<file path="src/rtl/isqrt_256b_seq.sv">
// isqrt_256b_seq: sequential restoring square root, one root bit per clock.
//   clk, rst_n          : clock, asynchronous active-low reset
//   in_valid/in_ready   : radicand handshake (in_ready only in IDLE)
//   radicand [RAD_W]    : unsigned operand, captured on the accept edge
//   out_valid/out_ready : result handshake (out_valid only in DONE)
//   root [ROOT_W]       : floor(sqrt(radicand))
//   remainder [ROOT_W+1]: radicand - root^2
//   busy                : high in RUN or DONE
module isqrt_256b_seq #(
  parameter  int RAD_W  = 256,
  localparam int ROOT_W = RAD_W / 2,
  localparam int CNT_W  = $clog2(ROOT_W)
) (
  input  logic              clk,
  input  logic              rst_n,
  input  logic              in_valid,
  output logic              in_ready,
  input  logic [RAD_W-1:0]  radicand,
  output logic              out_valid,
  input  logic              out_ready,
  output logic [ROOT_W-1:0] root,
  output logic [ROOT_W:0]   remainder,
  output logic              busy
);

  typedef enum logic [1:0] {IDLE, RUN, DONE} state_t;

  state_t              state_q, state_d;
  logic [RAD_W-1:0]    sr_q, sr_d;
  logic [ROOT_W:0]     rem_q, rem_d;
  logic [ROOT_W-1:0]   root_q, root_d;
  logic [CNT_W-1:0]    cnt_q, cnt_d;

  // Trial values. During RUN the partial root is below 2^(ROOT_W-1) and
  // rem <= 2*root, so rem_q[ROOT_W] is zero and the shifted remainder fits
  // in ROOT_W+2 bits without losing anything.
  logic [ROOT_W+1:0]   r_try;
  logic [ROOT_W+1:0]   t_try;
  logic                ge;

  assign r_try = {rem_q[ROOT_W-1:0], sr_q[RAD_W-1 -: 2]};
  assign t_try = {root_q, 2'b01};
  assign ge    = (r_try >= t_try);

  always_comb begin
    state_d = state_q;
    sr_d    = sr_q;
    rem_d   = rem_q;
    root_d  = root_q;
    cnt_d   = cnt_q;
    unique case (state_q)
      IDLE: begin
        if (in_valid) begin
          sr_d    = radicand;
          rem_d   = '0;
          root_d  = '0;
          cnt_d   = CNT_W'(ROOT_W - 1);
          state_d = RUN;
        end
      end
      RUN: begin
        sr_d   = {sr_q[RAD_W-3:0], 2'b00};
        rem_d  = ge ? (ROOT_W+1)'(r_try - t_try) : r_try[ROOT_W:0];
        root_d = {root_q[ROOT_W-2:0], ge};
        cnt_d  = cnt_q - 1'b1;
        if (cnt_q == '0) state_d = DONE;
      end
      DONE: begin
        if (out_ready) state_d = IDLE;
      end
      default: state_d = IDLE;
    endcase
  end

  always_ff @(posedge clk or negedge rst_n) begin
    if (!rst_n) begin
      state_q <= IDLE;
      sr_q    <= '0;
      rem_q   <= '0;
      root_q  <= '0;
      cnt_q   <= '0;
    end else begin
      state_q <= state_d;
      sr_q    <= sr_d;
      rem_q   <= rem_d;
      root_q  <= root_d;
      cnt_q   <= cnt_d;
    end
  end

  assign in_ready  = (state_q == IDLE);
  assign out_valid = (state_q == DONE);
  assign busy      = (state_q != IDLE);
  assign root      = root_q;
  assign remainder = rem_q;

endmodule

</file>
<file path="config.mk">
export PLATFORM = sky130hd
export DESIGN_NAME = isqrt_256b_seq
export DESIGN_NICKNAME = d
export VERILOG_FILES = /design/src/rtl/isqrt_256b_seq.sv
export SDC_FILE = /design/constraint.sdc
export NUM_CORES = 1
export LEC_CHECK = 0
export BUFFER_PORTS_ARGS = -buffer_cell sky130_fd_sc_hd__buf_2
export CAP_MARGIN = 40
export CORE_MARGIN = 5
export CORE_UTILIZATION = 31
export CTS_BUF_LIST = sky130_fd_sc_hd__clkbuf_16
export CTS_CLUSTER_DIAMETER = 120
export CTS_CLUSTER_SIZE = 24
export DETAILED_ROUTE_END_ITERATION = 10
export PLACE_DENSITY_LB_ADDON = 0.15
export SYNTH_ARGS = -nofsm -noshare
export SYNTH_HDL_FRONTEND = slang
export SYNTH_SLANG_ARGS = --single-unit
</file>
<file path="constraint.sdc">
create_clock -name clk -period 4.9 [get_ports clk]
set_clock_uncertainty 0.1 [all_clocks]
set_input_delay 0.245 -clock clk [delete_from_list [all_inputs] [get_ports clk]]
set_output_delay 0.245 -clock clk [all_outputs]
set_load 0.02 [all_outputs]
</file>
==> flow_metrics.py, run 1 <==
metrics = {
    "outcome": {
        "status": "complete, no violations",
    },
    "placed_design": {
        "port_buffers": 519,
        "dpl.hpwl_mm": 86.41,
        "dp_slack_ns": 0.5394,
        "finalWeightedCongestion": 0.9073,
    },
    "cells_and_area": {
        "layout-drive-gt1-share": 0.1488,
        "seq_area_um2": 13070,
        "fill_cells": 10660,
        "final_core_util": 0.3860,
        "multi_input_area_um2": 17220,
        "fin_nets": 4740,
        "syn2layout_area_growth_pct": 23.23,
    },
    "global_routing": {
        "grtUsageMet2": 0.3399,
        "antenna_found_initial": 16,
        "grt_use_met1": 0.2821,
        "grt_max_degree": 142,
        "gr-total-overflow": 0,
        "track_usage": 0.2087,
        "grt_pass1_wl_mm": 187.5,
        "first_global_vias": 30600,
        "grt-busiest-layer": "met2",
        "grt.met3_usage": 0.04434,
    },
    "timing": {
        "max_freq_mhz": 226.0,
        "setup_tns_ns": 0,
        "layout_setup_ws_ns": 0.4760,
        "post-route-period-util": 0.9029,
        "hold_viol": 0,
        "worstMarginPinSlew_ns": 0.8846,
        "rsz0062_at_grt": "no",
        "fin_crit_ns": 4.424,
        "max_slew_margin": 0.4090,
        "setup_viol": 0,
        "maxSlewViolCount": 0,
    },
    "routing": {
        "wl_per_cell_um": 21.09,
        "totalWireLength_mm": 121.1,
        "antenna_left": 0,
        "drc": 0,
        "drt_first_pass_iters": 6,
        "avgViaCountPerCell": 5.382,
        "vias": 30920,
        "drt_iter0_drc": 2153,
    },
    "worst_setup_path": {
        "worst-path-max-fanout": 115,
        "crit_path_start_kind": "flop",
        "crit_type": "reg2reg",
        "crit_arrival_ns": 4.83,
        "r2r_cells": 15,
        "ff2ff_setup_slack_ns": 0.48,
        "r2r-end": "remainder[9]",
        "r2r-start": "root[2]",
        "crit_path_start": "root[2]",
        "endpoint": "remainder[9]",
        "cp_data_required_time_ns": 5.31,
        "cp-end-kind": "flop",
    },
    "logic_synthesis": {
        "ys_seq_area_frac": 0.4081,
        "synthFlopType": "dfrtp_1",
        "synthArstFlopShare": 1.000,
        "ys_types": 79,
        "syn_nets": 4160,
        "synth.yosys.warnings": 0,
        "synth_cells": 3768,
        "avgSynthCellArea_um2": 8.494,
        "synth_edf_count": 0,
        "syn_area_um2": 32010,
        "ys_ff_latch": 522,
    },
    "pwr": {
        "cellPowerDensity_nw_per_um2": 854.5,
        "combPwrFrac": 0.665,
        "switching_share": 0.5248,
        "power.internal_mw": 16.01,
        "seqPwrFrac": 0.246,
        "pwr-share-clk": 0.089,
        "vdd_drop_max_v": 0.0009539,
        "switching_power_mw": 17.69,
        "leakagePower_nw": 17.30,
    },
    "job": {
        "maxCapViolCount": 0,
    },
    "worst_hold_path": {
        "min_path_type": "in2async",
    },
    "die": {
        "initial_core_util": 0.3132,
        "core_region_area_um2": 102200,
        "rows": 117,
        "ios": 520,
        "dieArea_um2": 109800,
        "die_w_um": 331.3,
        "dieHeight_um": 331.3,
    },
    "cts": {
        "cts_sinks": 522,
        "clockBufferDepth": 3,
        "htree_num_levels": 1,
        "insertion_delay_ns": 0.67,
        "clk_pin_slew_ns": 0.11,
        "tritoncts": "yes",
        "clock-root-buffer": "clkbuf_16",
        "cts_setup_buffers": 0,
        "cts_buffers": 31,
    },
}
## cells in the final DEF, fill, tap and decap left out, drive strengths merged, types with 32 or more instances in the layout
cell,synthesis,routed
buf,43,571
dfrtp,522,522
a21oi,509,509
o21ai,483,483
a22oi,276,276
nor2b,261,261
dlygate4sd3,0,258
nand2,241,241
inv,173,183
nor2,157,157
ha,132,132
o22ai,129,129
xnor2,71,71
nand4,62,62
a21o,61,61
xor2,51,51
clkbuf,240,32
## what timing repair did
item                      in CTS  in global routing
hold endpoints to repair     339                  0
hold buffers                 258                  0
resized for setup              0                  0
## worst min-delay path by stage
| stage | to | slack [ns] | cells after the start |
|---|---|---|---|
| after floorplan | cnt_q[0] | -0.15 | 0 |
| after global placement | root[68] | 0.25 | 1 |
| after detailed placement | root[68] | 0.25 | 1 |
| after CTS | root[68] | 0.11 | 2 |
| after global routing | root[70] | 0.15 | 2 |
| final | root[69] | 0.12 | 2 |
## sequential cells by signal (all words and copies together), names as in the netlist
register and flops:
sr_q 256, state_q 2, root 128, remainder 129, cnt_q 7
## power groups by stage
stage               clock (mW)  sequential, mW  combinational, mW
finish                    3.01            8.28               22.4
global route              3.27            8.56               24.7
CTS                       3.13            8.25               22.4
detailed placement           0            8.32               22.1
global placement             0            8.30               22.2
floorplan                    0            8.95               14.5
## cells by family after synthesis
family,count (synthesis),share of synthesized area
compound gates,1662,0.3120
simple gates,868,0.1381
flops,522,0.4081
buf+inv,456,0.05493
fa+ha+maj,132,0.05160
xor+xnor,122,0.03339
mux,6,0.001877
## per-stage QoR
stage / instances / hold WS (ns) / total power [mW] / area, um^2
after detailed placement: 5425 / 0.2503 / 30.46 / 35860
final: 5744 / 0.1150 / 33.70 / 39440
after global routing: 5744 / 0.1506 / 36.57 / 39440
after floorplan: 3768 / -0.1506 / 23.50 / 32010
after global placement: 5420 / 0.2531 / 30.50 / 35730
after CTS: 5730 / 0.1052 / 33.79 / 39400
## layer usage
metal | vias up | part of all wire
met5 | - | 0
met4 | 0 | 0.029
met3 | 142 | 0.062
met2 | 789 | 0.46
met1 | 15130 | 0.45
li1 | 14860 | -
## cell type report
| class | instances | area share |
|---|---|---|
| flip-flops and latches | 522 | 0.3314 |
| inverters | 173 | 0.01647 |
| clock buffers | 31 | 0.01967 |
| well taps | 1368 | 0.04340 |
| diodes | 14 | 0.0008883 |
| clock inverters | 16 | 0.004790 |
| multi-input cells | 2790 | 0.4366 |
| repair buffers | 830 | 0.1468 |
## cell usage after synthesis, types with 31 or more instances
| cell | n | share of area |
|---|---|---|
| a21o_1 | 61 | 0.014 |
| a21oi_1 | 508 | 0.079 |
| a22oi_1 | 276 | 0.065 |
| clkbuf_1 | 239 | 0.028 |
| dfrtp_1 | 522 | 0.41 |
| ha_1 | 132 | 0.052 |
| inv_1 | 173 | 0.020 |
| nand2_1 | 241 | 0.028 |
| nand4_1 | 62 | 0.012 |
| nor2_1 | 157 | 0.018 |
| nor2b_1 | 261 | 0.051 |
| nor3_1 | 31 | 0.0048 |
| o21ai_0 | 474 | 0.074 |
| o21bai_1 | 31 | 0.0073 |
| o22ai_1 | 129 | 0.025 |
| xnor2_1 | 71 | 0.019 |
| xor2_1 | 51 | 0.014 |
## worst max-delay path, stage by stage, from the launching register on
cell,delay [ns]
dfrtp_1,0.36
inv_1,0.07
ha_1,0.39
a21o_1,0.19
a21oi_1,0.26
a21oi_2,0.11
o211ai_2,0.21
a311oi_2,0.23
o2111ai_1,0.43
nand3_2,0.24
a31oi_2,0.33
o31a_2,0.31
buf_12,0.38
nor2_1,0.11
a21oi_1,0.25
o21ai_0,0.12
Power figures use the tool's default switching activity.
==> run 2, diff against run 1 <==
CORE_MARGIN = not set   (was 5)
==> flow_metrics.py, run 2 (synthesis gave the netlist of run 1 again) <==
metrics = {
    "die": {
        "rows": 117,
        "ios": 520,
        "dieHeight_um": 323.3,
        "die_w_um": 323.3,
        "core_region_area_um2": 102000,
        "dieArea_um2": 104500,
        "initial_core_util": 0.3137,
    },
    "worst_setup_path": {
        "r2r-end": "remainder[22]",
        "crit_buf_inv": 2,
        "worst-path-max-fanout": 73,
        "ff2ff_setup_slack_ns": 0.30,
        "cpPeakStageDelay_ns": 0.44,
        "crit_path_start_kind": "flop",
        "critical_path_cell_count": 14,
        "path_common_cell": "buf_12",
        "endpoint": "remainder[22]",
        "r2r-start": "remainder[2]",
        "crit_arrival_ns": 5.00,
        "cp_data_required_time_ns": 5.31,
        "critical_path.top_delay_family": "compound AO/OA/AOI/OAI gates",
        "r2r_cells": 14,
        "crit_path_start": "remainder[2]",
        "path_cells": "ha_1 -> a21o_1 -> a21oi_1 -> a21oi_2 -> o211ai_2 -> a311oi_2 -> o2111ai_1 -> nand3_2 -> a31oi_2 -> o31a_2 -> buf_12 -> buf_12 -> mux2i_1 -> o21ai_0",
        "cpMaxStageDelayCell": "dfrtp_1",
        "crit_type": "reg2reg",
        "cp-end-kind": "flop",
    },
    "timing": {
        "max_freq_mhz": 217.5,
        "post-route-period-util": 0.9381,
        "worstMarginPinSlew_ns": 0.9823,
        "layout_setup_ws_ns": 0.3033,
        "setup_viol": 0,
        "fin_crit_ns": 4.597,
        "hold_viol": 0,
        "maxSlewViolCount": 0,
        "setup_tns_ns": 0,
        "rsz0062_at_grt": "no",
        "holdWs_ns": 0.01612,
        "max_slew_margin": 0.3451,
    },
    "cells_and_area": {
        "final_common_cell": "dfrtp_1",
        "multi_input_area_um2": 17220,
        "fin_nets": 4733,
        "fill_cells": 10560,
        "syn2layout_area_growth_pct": 22.83,
        "final_core_util": 0.3853,
        "layout_common_cells": "dfrtp_1 (520), buf_2 (517), a21oi_1 (508)",
        "largest-register": "sr_q",
        "largest_reg_flops": 256,
        "layout-drive-gt1-share": 0.1466,
        "seq_area_um2": 13070,
    },
    "placed_design": {
        "finalWeightedCongestion": 0.9303,
        "port_buffers": 519,
        "dp_slack_ns": 0.3950,
        "dpl.hpwl_mm": 83.68,
    },
    "routing": {
        "vias": 30780,
        "drt_first_pass_iters": 5,
        "drt_iter0_drc": 2128,
        "antenna_left": 0,
        "drc": 0,
        "wl_per_cell_um": 20.65,
        "totalWireLength_mm": 118.3,
        "avgViaCountPerCell": 5.371,
    },
    "worst_hold_path": {
        "hold_path_depth": 4,
        "worstHoldStart": "radicand[254]",
        "min_path_type": "in2reg",
    },
    "global_routing": {
        "track_usage": 0.2175,
        "grt_pass1_wl_mm": 181.5,
        "first_global_vias": 29730,
        "grt_max_degree": 214,
        "gr-total-overflow": 0,
        "antenna_found_initial": 11,
    },
    "outcome": {
        "status": "complete, no violations",
    },
    "job": {
        "maxCapViolCount": 0,
    },
    "pwr": {
        "vdd_drop_max_v": 0.0003417,
        "cellPowerDensity_nw_per_um2": 850.5,
        "leakagePower_nw": 17.27,
    },
    "cts": {
        "insertion_delay_ns": 0.66,
        "cts_setup_buffers": 0,
        "tritoncts": "yes",
        "cts_buffers": 28,
        "cts_sinks": 522,
        "clk_pin_slew_ns": 0.11,
        "clockBufferDepth": 3,
        "clock-root-buffer": "clkbuf_16",
        "htree_num_levels": 1,
    },
}
[run 2: cell types whose count changed in the layout (fill, tap and decap cells not counted), sizes merged]
cell         before  now
buf             571  568
bufinv            0    2
clkbuf           32   30
clkinvlp          2    0
diode            14    9
dlygate4sd3     258  257
inv             183  180
[run 2: stage by stage]
| stage | total power [mW] | instance area, um^2 | instances |
|---|---|---|---|
| 4_1_cts | 33.58 | 39290 | 5721 |
| 3_3_place_gp | 30.37 | 35810 | 5421 |
| 2_1_floorplan | 23.50 | 32010 | 3768 |
| 3_5_place_dp | 30.38 | 35840 | 5422 |
| 5_1_grt | 36.43 | 39310 | 5730 |
| 6_report | 33.44 | 39310 | 5730 |
[run 2: layer usage]
metal | global-route usage | vias up | wire length (um)
met4 | 0.04329 | 2 | 2338
met2 | 0.3523 | 719 | 55530
met1 | 0.3036 | 15120 | 53970
li1 | - | 14840 | -
met5 | 0 | - | 12
met3 | 0.03588 | 97 | 6487
[run 2: how the worst min path moves through the flow]
stage	endpoint	slack [ns]
after global placement	remainder[62]	0.22
after floorplan	cnt_q[0]	-0.15
final	sr_q[254]	0.02
after global routing	sr_q[254]	0.02
after detailed placement	root[57]	0.23
after CTS	sr_q[254]	0.01
[run 2: layout make-up]
class,instances,area share
Antenna cell,9,0.0005729
Clock buffer,29,0.01846
Clock inverter,13,0.003978
Inverter,173,0.01652
Multi-Input combinational cell,2790,0.4380
Sequential cell,522,0.3325
Tap cell,1368,0.04354
Timing Repair Buffer,826,0.1465
[run 2: what timing repair did]
item | in CTS | in global routing
endpoints found under the hold margin | 334 | 0
hold buffers | 257 | 0
gates resized for setup | 0 | 0
[run 2: power by group]
| part | internal, mW | switching (mW) |
|---|---|---|
| Clock | 1.21 | 1.68 |
| Combinational | 8.36 | 13.9 |
| Sequential | 6.47 | 1.81 |
| Total | 16.0 | 17.4 |
[run 2: tightest hold or removal path: stages]
cell and delay [ns]:
buf_2 0.07, and3b_1 0.17, a21oi_1 0.11, o22ai_1 0.14
==> run 3, diff against run 2 <==
BUFFER_PORTS_ARGS = not set   (was -buffer_cell sky130_fd_sc_hd__buf_2)
DONT_BUFFER_PORTS = 1   (was not set)
PLACE_DENSITY_LB_ADDON = not set   (was 0.15)
==> flow_metrics.py, run 3 (synthesis gave the netlist of run 1 again) <==
metrics = {
    "cells_and_area": {
        "largest-register": "sr_q",
        "layout-drive-gt1-share": 0.03315,
        "syn2layout_area_growth_pct": 22.76,
        "stdcell_count": 5484,
        "layout_common_cells": "dfrtp_1 (520), dlygate4sd3_1 (512), a21oi_1 (508)",
        "fill_cells": 10100,
        "stdcell_area_um2": 39290,
        "final_common_cell": "dfrtp_1",
        "fin_nets": 4485,
        "largest_reg_flops": 256,
        "final_core_util": 0.3851,
    },
    "worst_hold_path": {
        "min_path_type": "in2async",
    },
    "placed_design": {
        "dp_slack_ns": 0.5124,
        "place_area_um2": 33280,
        "dpl.hpwl_mm": 77.64,
        "finalWeightedCongestion": 0.9635,
        "port_buffers": 0,
        "dp.cells": 4919,
    },
    "worst_setup_path": {
        "cp_data_required_time_ns": 5.32,
        "cp-end-kind": "flop",
        "cpMaxStageDelayCell": "a311oi_2",
        "crit_path_start_kind": "flop",
        "path_cells": "inv_1 -> ha_1 -> a21o_1 -> a21oi_1 -> a21oi_2 -> o211ai_2 -> a311oi_2 -> o2111ai_1 -> nand3_2 -> a31oi_2 -> o31a_2 -> and2_1 -> buf_12 -> a222oi_1 -> nand3_1",
        "crit_type": "reg2reg",
        "worst-path-max-fanout": 13,
        "crit_arrival_ns": 4.94,
        "cpPeakStageDelay_ns": 0.59,
    },
    "timing": {
        "worstMarginPinSlew_ns": 3.916,
        "rsz0062_at_grt": "no",
        "max_slew_margin": -1.610,
        "setup_viol": 0,
        "setup_tns_ns": 0,
        "maxSlewViolCount": 416,
        "max_freq_mhz": 221.0,
        "hold_viol": 361,
        "holdWs_ns": -0.7784,
        "layout_setup_ws_ns": 0.3751,
        "post-route-period-util": 0.9234,
        "fin_crit_ns": 4.525,
    },
    "job": {
        "maxCapViolCount": 0,
    },
    "die": {
        "initial_core_util": 0.3137,
        "dieArea_um2": 104500,
        "core_region_area_um2": 102000,
        "ios": 520,
        "rows": 117,
        "die_w_um": 323.3,
        "dieHeight_um": 323.3,
    },
    "cts": {
        "htree_num_levels": 1,
        "cts_sinks": 522,
        "cts_buffers": 28,
        "cts_hold_buf": 512,
        "cts_resized": 0,
        "clockBufferDepth": 3,
        "clk_pin_slew_ns": 0.11,
        "clock-root-buffer": "clkbuf_16",
        "insertion_delay_ns": 0.64,
        "tritoncts": "yes",
        "cts_setup_buffers": 0,
    },
    "global_routing": {
        "grt_pass1_wl_mm": 178.1,
        "gr-total-overflow": 0,
        "antenna_found_initial": 7,
        "first_global_vias": 29880,
        "grt_max_degree": 523,
        "track_usage": 0.2133,
    },
    "routing": {
        "wl_per_cell_um": 21.37,
        "totalWireLength_mm": 117.2,
        "vias": 30930,
        "drt_iter0_drc": 3066,
        "drc": 0,
        "avgViaCountPerCell": 5.641,
        "drt_first_pass_iters": 6,
        "antenna_left": 0,
    },
    "pwr": {
        "vdd_drop_max_v": 0.0006275,
        "power.total_mw": 33.42,
        "cellPowerDensity_nw_per_um2": 850.7,
        "leakagePower_nw": 15.87,
    },
    "outcome": {
        "violations": "hold timing, slew limit",
        "status": "finished with violations",
    },
}
run 3: path summary, 6_finish.rpt:
check / startpoint / endpoint / slack (ns) / cells past startpoint
max: root[2] / remainder[88] / 0.38 / 15
min: rst_n / root[63] / -0.78 / 0
max reg2reg: root[2] / remainder[88] / 0.38 / 15
min reg2reg: sr_q[170] / sr_q[172] / 0.42 / 2
max in group asynchronous: rst_n / state_q[0] / 2.18 / 0
min in group clk: in_valid / sr_q[255] / 0.19 / 3
run 3: power breakdown:
| part | internal, mW | switching [mW] | leakage, nW | total, mW |
|---|---|---|---|---|
| clock | 1.15 | 1.64 | 0.419 | 2.79 |
| combinational | 8.37 | 12.4 | 8.72 | 20.8 |
| sequential | 6.45 | 3.37 | 6.73 | 9.82 |
| total | 16.0 | 17.5 | 15.9 | 33.4 |
run 3: layer usage:
layer | vias up | global-route usage | part of all wire
met3 | 191 | 0.05403 | 0.084
met5 | - | 0 | 0.00015
met4 | 2 | 0.07014 | 0.034
met1 | 15270 | 0.2767 | 0.42
li1 | 14350 | - | -
met2 | 1123 | 0.3443 | 0.46
run 3: cell type report:
| cell class | count | area, um^2 | share of cell area |
|---|---|---|---|
| Multi-Input combinational cell | 2790 | 17220 | 0.4383 |
| Inverter | 173 | 649.4 | 0.01653 |
| Clock inverter | 11 | 127.6 | 0.003248 |
| Sequential cell | 522 | 13070 | 0.3327 |
| Antenna cell | 13 | 32.53 | 0.0008280 |
| Timing Repair Buffer | 578 | 5753 | 0.1464 |
| Tap cell | 1368 | 1712 | 0.04357 |
| Clock buffer | 29 | 725.7 | 0.01847 |
run 3: critical path, delay by kind of cell (launching register included):
kind                     cells  cell delay (ns)
flip-flops                   1             0.47
AND/OR/NAND/NOR              3             0.74
buffers and inverters        2             0.38
adder cells (fa/ha/maj)      1             0.42
AO/OA/AOI/OAI                9             2.27
